<file path="src/rtl/lsu_pkg.sv">
// lsu_pkg: shared FSM states, funct3 codes and sign_mask encodings for the LSU initiator
package lsu_pkg;
  typedef enum logic [2:0] {S_IDLE, S_ISSUE_R, S_CAPT, S_ISSUE_W, S_WAIT_W, S_RESP} state_e;
  localparam logic [2:0] F3_B  = 3'b000;
  localparam logic [2:0] F3_H  = 3'b001;
  localparam logic [2:0] F3_W  = 3'b010;
  localparam logic [2:0] F3_BU = 3'b100;
  localparam logic [2:0] F3_HU = 3'b101;
  localparam logic [2:0] SM_BYTE = 3'b001;
  localparam logic [2:0] SM_HALF = 3'b011;
  localparam logic [2:0] SM_WORD = 3'b111;
  localparam int SM_SIGNED = 3;
endpackage

</file>
<file path="src/rtl/lsu_align_decode.sv">
// lsu_align_decode: funct3/addr[1:0]/we -> data_mem sign_mask plus illegal/misaligned error
module lsu_align_decode
  import lsu_pkg::*;
(
  input  logic [2:0] funct3_i,
  input  logic [1:0] addr_i,
  input  logic       we_i,
  output logic [3:0] sign_mask_o,
  output logic       err_o
);
  logic [2:0] sz;
  logic       illegal;
  logic       mis;
  always_comb begin
    sz = funct3_i[1:0] == 2'b00 ? SM_BYTE : funct3_i[1:0] == 2'b01 ? SM_HALF : SM_WORD;
    illegal = funct3_i[1:0] == 2'b11 || (funct3_i[2] && (we_i || funct3_i[1]));
    mis = (sz == SM_HALF && addr_i[0]) || (sz == SM_WORD && addr_i != 2'b00);
    sign_mask_o = 4'(sz);
    sign_mask_o[SM_SIGNED] = !we_i && (funct3_i == F3_B || funct3_i == F3_H);
    err_o = illegal || mis;
  end
endmodule

</file>
<file path="src/rtl/lsu_mem_initiator.sv">
// lsu_mem_initiator: one-at-a-time load/store initiator driving data_mem with single-cycle strobes
module lsu_mem_initiator
  import lsu_pkg::*;
#(
  parameter int STALL_TIMEOUT = 8
) (
  input  logic        clk,
  input  logic        rst_n,
  input  logic        req_valid,
  output logic        req_ready,
  input  logic        req_we,
  input  logic [2:0]  req_funct3,
  input  logic [31:0] req_addr,
  input  logic [31:0] req_wdata,
  output logic        rsp_valid,
  output logic [31:0] rsp_rdata,
  output logic        rsp_err,
  output logic [31:0] mem_addr,
  output logic [31:0] mem_write_data,
  output logic [3:0]  mem_sign_mask,
  output logic        mem_memread,
  output logic        mem_memwrite,
  input  logic [31:0] mem_read_data,
  input  logic        mem_clk_stall
);
  localparam int CW = $clog2(STALL_TIMEOUT + 1);
  state_e        state_q, state_d;
  logic [CW-1:0] cnt_q, cnt_d;
  logic          seen_q, seen_d;
  logic [31:0]   addr_q, addr_d, wdata_q, wdata_d, rdata_q, rdata_d;
  logic [3:0]    mask_q, mask_d;
  logic          valid_q, valid_d, err_q, err_d;
  logic [3:0]    dec_mask;
  logic          dec_err, done, timeout;
  lsu_align_decode u_dec (
    .funct3_i   (req_funct3),
    .addr_i     (req_addr[1:0]),
    .we_i       (req_we),
    .sign_mask_o(dec_mask),
    .err_o      (dec_err)
  );
  // The write is finished once the memory has raised and then dropped clk_stall
  assign done    = state_q == S_WAIT_W && seen_q && !mem_clk_stall;
  assign timeout = state_q == S_WAIT_W && !done && cnt_q == CW'(STALL_TIMEOUT - 1);
  always_comb begin
    state_d = state_q;
    cnt_d   = cnt_q;
    seen_d  = seen_q;
    addr_d  = addr_q;
    wdata_d = wdata_q;
    mask_d  = mask_q;
    valid_d = 1'b0;
    err_d   = 1'b0;
    rdata_d = '0;
    case (state_q)
      S_IDLE: if (req_valid) begin
        addr_d  = req_addr;
        wdata_d = req_wdata;
        mask_d  = dec_mask;
        state_d = dec_err ? S_RESP : req_we ? S_ISSUE_W : S_ISSUE_R;
      end
      S_ISSUE_R: state_d = S_CAPT;
      S_CAPT: begin
        valid_d = 1'b1;
        rdata_d = mem_read_data;
        state_d = S_IDLE;
      end
      S_ISSUE_W: begin
        seen_d  = 1'b0;
        cnt_d   = '0;
        state_d = S_WAIT_W;
      end
      S_WAIT_W: begin
        seen_d = seen_q | mem_clk_stall;
        cnt_d  = cnt_q + 1'b1;
        if (done || timeout) begin
          valid_d = 1'b1;
          err_d   = timeout;
          state_d = S_IDLE;
        end
      end
      S_RESP: begin
        valid_d = 1'b1;
        err_d   = 1'b1;
        state_d = S_IDLE;
      end
      default: state_d = S_IDLE;
    endcase
  end
  always_ff @(posedge clk or negedge rst_n) begin
    if (!rst_n) begin
      state_q <= S_IDLE;
      cnt_q   <= '0;
      seen_q  <= 1'b0;
      addr_q  <= '0;
      wdata_q <= '0;
      mask_q  <= '0;
      valid_q <= 1'b0;
      err_q   <= 1'b0;
      rdata_q <= '0;
    end else begin
      state_q <= state_d;
      cnt_q   <= cnt_d;
      seen_q  <= seen_d;
      addr_q  <= addr_d;
      wdata_q <= wdata_d;
      mask_q  <= mask_d;
      valid_q <= valid_d;
      err_q   <= err_d;
      rdata_q <= rdata_d;
    end
  end
  assign req_ready      = state_q == S_IDLE;
  assign mem_memread    = state_q == S_ISSUE_R;
  assign mem_memwrite   = state_q == S_ISSUE_W;
  assign mem_addr       = addr_q;
  assign mem_write_data = wdata_q;
  assign mem_sign_mask  = mask_q;
  assign rsp_valid      = valid_q;
  assign rsp_err        = err_q;
  assign rsp_rdata      = rdata_q;
endmodule

</file>
<file path="config.mk">
export PLATFORM = sky130hd
export DESIGN_NAME = lsu_mem_initiator
export DESIGN_NICKNAME = d
export VERILOG_FILES = /design/src/rtl/lsu_pkg.sv /design/src/rtl/lsu_align_decode.sv /design/src/rtl/lsu_mem_initiator.sv
export SDC_FILE = /design/constraint.sdc
export NUM_CORES = 1
export LEC_CHECK = 0
export ABC_AREA = 1
export BUFFER_PORTS_ARGS = -buffer_cell sky130_fd_sc_hd__buf_4
export CAP_MARGIN = 40
export CORE_AREA = 2 2 99 101
export CTS_CLUSTER_SIZE = 40
export DETAILED_ROUTE_END_ITERATION = 12
export DIE_AREA = 0 0 101 103
export PLACE_DENSITY = 0.86
export SLEW_MARGIN = 20
export SYNTH_ARGS = -nofsm -noshare
export SYNTH_HDL_FRONTEND = slang
export SYNTH_SLANG_ARGS = --single-unit
</file>
<file path="constraint.sdc">
create_clock -name clk -period 1.61 [get_ports clk]
set_input_delay 0.0805 -clock clk [delete_from_list [all_inputs] [get_ports clk]]
set_output_delay 0.0805 -clock clk [all_outputs]
set_load 0.02 [all_outputs]
</file>
# Yosys cells after proc, flatten, opt, wreduce, memory -nomap -nowiden
# Cells that the tools add are included.
# word_totals
regBits	110
latchBits	0
mem_bits_rw	0
rom_bits	0
inputBits	104
output_inout_bits	105
n_memories	0
# op_classes
add_sub_neg	1
mul	0
n_div	0
n_lt_le_gt_ge	0
eq_ne	13
shifts	0
mux	14
n_bitwise	1
reduce_logical	25
# ops
cell	n
32-bit 2-to-1 mux	1
3-bit 2-to-1 mux	5
3-bit one-hot mux with 4 select lines	1
3-bit by 2-bit == test with 1-bit output (second input constant)	3
3-bit == test (second input constant)	3
1-bit logical AND	8
4-bit one-hot mux with 2 select lines	1
3-bit by 1-bit == test with 1-bit output (second input constant)	2
3-bit zero test	2
1-bit logical OR	6
1-bit one-hot mux with 2 select lines	3
4-bit by 1-bit adder with 4-bit output (second input constant)	1
4-bit by 3-bit == test with 1-bit output (second input constant)	1
2-bit AND reduction	2
2-bit nonzero test	2
1-bit zero test	3
2-bit by 1-bit == test with 1-bit output (second input constant)	1
2-bit == test (second input constant)	1
2-bit zero test	1
1-bit 2-to-1 mux	2
2-bit 2-to-1 mux	1
2-bit by 1-bit inequality test with 1-bit output (second input constant)	1
2-bit inequality test (second input constant)	1
2-bit OR reduction	1
1-bit OR	1

# Logic depth before layout (Yosys ltp)
# logic_depth
ltp_word	10
mapped_depth	9
ltp_nobuf	8

# Modules after synthesis
# A second synthesis with hierarchy kept.
# hier_totals
cells_unflattened	464
hier_area_um2	4224.1
# modules_own_cells
module	instances	cells_each	area_each_um2	seq_area_each_um2
lsu_mem_initiator	1	449	4159.0	2752.6
lsu_align_decode	1	15	65.1	0.0

# Worst setup path before layout
# No wires, ideal clock.
# synth_path
path_kind	register -> register
start	register state_q[1]
end	register addr_q[10] (netlist: mem_addr[10])
arrival_ns	1.157
required_ns	1.494
setup_slack_ns	0.336
stages_incl_launch_ff	9
path_buffers	2
period_less_slack_ns	1.274
cell_sequence	dfrtp_1 inv_2 nand2_4 nor2_8 nand2_8 buf_4 buf_6 nand2_1 nand2_1
# synth_via
elab_chain_len	2
# synth_rtl
item	line_no	rtl
from (decl)	lsu_mem_initiator.sv:27	state_e state_q, state_d;
from (signal assigned)	lsu_mem_initiator.sv:102	state_q <= state_d;
3-bit zero test	-	
named net req_ready	lsu_mem_initiator.sv:10	output logic req_ready,
2-bit AND reduction (no line)	-	
to (signal assigned)	lsu_mem_initiator.sv:105	addr_q <= addr_d;
to (decl)	lsu_mem_initiator.sv:30	logic [31:0] addr_q, addr_d, wdata_q, wdata_d, rdata_q, rdata_d;
# The timed path passes the listed nets, and every way through them passes these cells.
# A chain may end at the register's enable or synchronous reset.

# Worst setup path after layout
# layout_path
start	register state_q[0]
end	output mem_memread
# layout_via
elab_chain_len	1
# layout_rtl
item	line_no	rtl
3-bit by 1-bit == test with 1-bit output	lsu_mem_initiator.sv:114	assign mem_memread = state_q == S_ISSUE_R;
to (decl)	lsu_mem_initiator.sv:21	output logic mem_memread,
# No other way between the ends.

==> metrics.cfg <==
[outcome]
outcome = completed

[placement]
numPortBuffers = 208
dpl.cell_count = 768
dpl.hpwl_um = 8040
finalWeightedCongestion = 0.891

[die]
die_height_um = 103
fp.coreArea_sq_um = 9460
die_width_um = 101
boundaryPins = 209
design.die.area_sq_um = 10400
number_of_placement_rows = 36
start_util_pct = 44.7

[worst_hold_path]
worst_hold_path_type = input port to register
hp-start = req_we
holdPathStages = 4

[synth]
synth.avg_cell_area_sq_um = 9.27
netlist_instances = 456
netlist_area_sq_um = 4230
synth_warnings = 0
synth_nets = 561
synth_seq_area_share_pct = 65.1
ys_ff_latch = 110
post_synth_num_cell_types = 24

[sta]
whs_ns = 0.0430
timing.max_slew.rel_slack_pct = 76.2
finalHoldViolCount = 0
setup-violations-final = 0
grt_setup_unrepaired = false
final.min_clock_period_ns = 1.52
maxSlewViolCount = 0
final_min_period_over_clock_period_pct = 94.5
finClkSkew_ns = 0.0143
fmax_mhz = 657
tightest_slew_ns = 0.357
totalNegativeSetupSlack_ns = 0

[clock_tree]
number_of_h_tree_levels = 3
cts.clk_slew.worst_paths_ns = 0.09
total_number_of_clock_tree_sinks = 110
clock_tree.buffer_depth = 2
root_buffer_cell = clkbuf_8
numCtsBuffers = 9
tritoncts = built
worstSkewPairLatency_ns = 0.36

[critical_path]
critPathRequiredTime_ns = 1.53
rrSetupSlack_ns = 0.10
path_class = register to output port
critical_path.cell_chain = inv_1, nor2_1, buf_4
worstPathArrival_ns = 1.44
crit_buf_inv = 2
worstReg2RegStart = state_q[1]$_DFFE_PN0P_
crit_family = flip-flops
worst-r2r-cell-count = 8
worst_setup_path_startpoint = state_q[0]$_DFFE_PN0P_
setup.worst_path.start_class = register
critical_path.max_fanout = 5
worstSetupEndpointType = output port
cpMaxStageDelayCell = dfrtp_1
critical-path-max-stage-delay_ns = 0.54
cp.depth = 3

[pwr]
leakage_nw = 4.01
vdd.ir_drop.worst_mv = 0.794
pwr_density_cell_nw_per_um2 = 1620

[layout]
layoutNonFillerInstCount = 880
insertedDiodeCount = 0
layout-area-overhead-vs-synth_pct = 67.2
fin_nets = 868
layout_cell_share_with_drive_strength_beyond_1_pct = 32.0
post-route-util_pct = 74.7

[global_route]
grt.overflow.total = 0
antenna_found_initial = 0
grt_first_pass_wirelength_um = 20200
via_count_of_the_first_global_routing_pass = 4299
largest_net_degree_at_the_start_of_global_routing = 48
grt_usage_pct = 25.4

[detailed_routing]
detailroute.via_count = 4157
drt-vias-per-instance = 4.72
route.detailed.wl_per_inst_um = 15.4
drt_iter0_markers = 131
totalWireLength_um = 13500
number_of_nets_with_antenna_violations_after_detailed_routing = 0
final_routed_drc_violation_total = 0
firstDrtPassIters = 4

[run]
number_of_maximum_capacitance_violations = 0

layout by cell type, fill, tap and decap left out, drive strengths merged:
master	instances
inv	46
buf	215
clkbuf	12
and2	1
nor3	1
clkinv	2
nand2	221
o31ai	1
nand4	1
ha	1
or2	1
dlygate4sd3	98
dfrtp	110
nand3	9
a21oi	3
nor2	39
o21ai	5
per-stage QoR:
| stage | power (W) | cell area [sq um] | worst slack, ns |
|---|---|---|---|
| after global routing | 0.0122 | 7070 | 0.0148 |
| after CTS | 0.0114 | 7060 | 0.0531 |
| after floorplan | 0.00744 | 4230 | 0.336 |
| after detailed placement | 0.00976 | 5920 | 0.101 |
| after global placement | 0.00957 | 5920 | 0.176 |
| final | 0.0115 | 7070 | 0.0879 |
Yosys cell counts:
cell type,instances,area [sq um]
ha_1,1,12.5
nand2_8,1,20.0
nand2_2,11,68.8
clkbuf_1,2,7.51
buf_6,4,45.0
nand2_1,208,781
nand3_1,9,45.0
o31ai_1,1,7.51
inv_2,2,7.51
nor2_8,1,20.0
buf_2,6,30.0
dfrtp_1,110,2750
nor2_1,38,143
nand2_4,1,11.3
buf_4,4,30.0
buf_8,1,15.0
and2_1,1,6.26
or2_1,1,6.26
o21ai_0,5,25.0
nor3_1,1,5.00
inv_1,43,161
nand4_1,1,6.26
a21oi_1,3,15.0
inv_4,1,6.26
timing repair:
action / CTS / global route
hold buffers: 98 / 0
endpoints found under the setup margin: 0 / 51
hold endpoints to repair: 191 / 0
gates resized for setup: 0 / 4
setup buffers: 0 / 0
cells by family after synthesis:
logic type / share of synthesized area [%]
fa+ha+maj: 0.296
compound gates: 1.12
buf+inv: 7.16
simple gates: 26.3
flops: 65.1
final timing paths:
check | endpoint
setup / recovery | mem_memread
hold reg to reg | mem_addr[1]$_DFFE_PN0P_
max in group asynchronous | mem_addr[1]$_DFFE_PN0P_
min in group asynchronous | rsp_rdata[15]$_DFF_PN0_
setup reg to reg | mem_write_data[31]$_DFFE_PN0P_
hold / removal | mem_sign_mask[3]$_DFFE_PN0P_
worst register-to-register path: stages (launching register included):
cell	delay [ns]
dfrtp_1	0.44
inv_2	0.10
nand2_4	0.08
nor2_8	0.13
nand2_8	0.14
inv_8	0.18
buf_12	0.19
nand2_1	0.10
nand2_1	0.08
flip-flops by register name (all words and copies together), names as in the netlist:
register / cells
state_q: 3
mem_addr: 32
rsp_valid: 1
seen_q: 1
rsp_err: 1
cnt_q: 4
rsp_rdata: 32
mem_sign_mask: 4
mem_write_data: 32
area by class of cell:
type | instances | area [sq um]
multi-input combinational | 283 | 1180
clock inverter | 2 | 10.0
fill | 611 | 2390
timing repair buffer | 313 | 2660
tap | 114 | 143
clock buffer | 12 | 145
inverter | 46 | 180
sequential | 110 | 2750
where the power goes:
group / total (W) / internal [W] / switching, W
Clock: 0.00144 / 0.000587 / 0.000856
Combinational: 0.00559 / 0.00229 / 0.00331
Sequential: 0.00445 / 0.00380 / 0.000642
Total: 0.0115 / 0.00668 / 0.00481
metal layers:
layer	GRT usage [%]	wire length (um)	share of wire (%)
met1	27.4	4830	36
met2	47.1	7460	55
met3	5.15	755	5.6
met4	13.3	499	3.7
met5	0	0	0
Note: power is estimated with default switching activity, not from simulation.
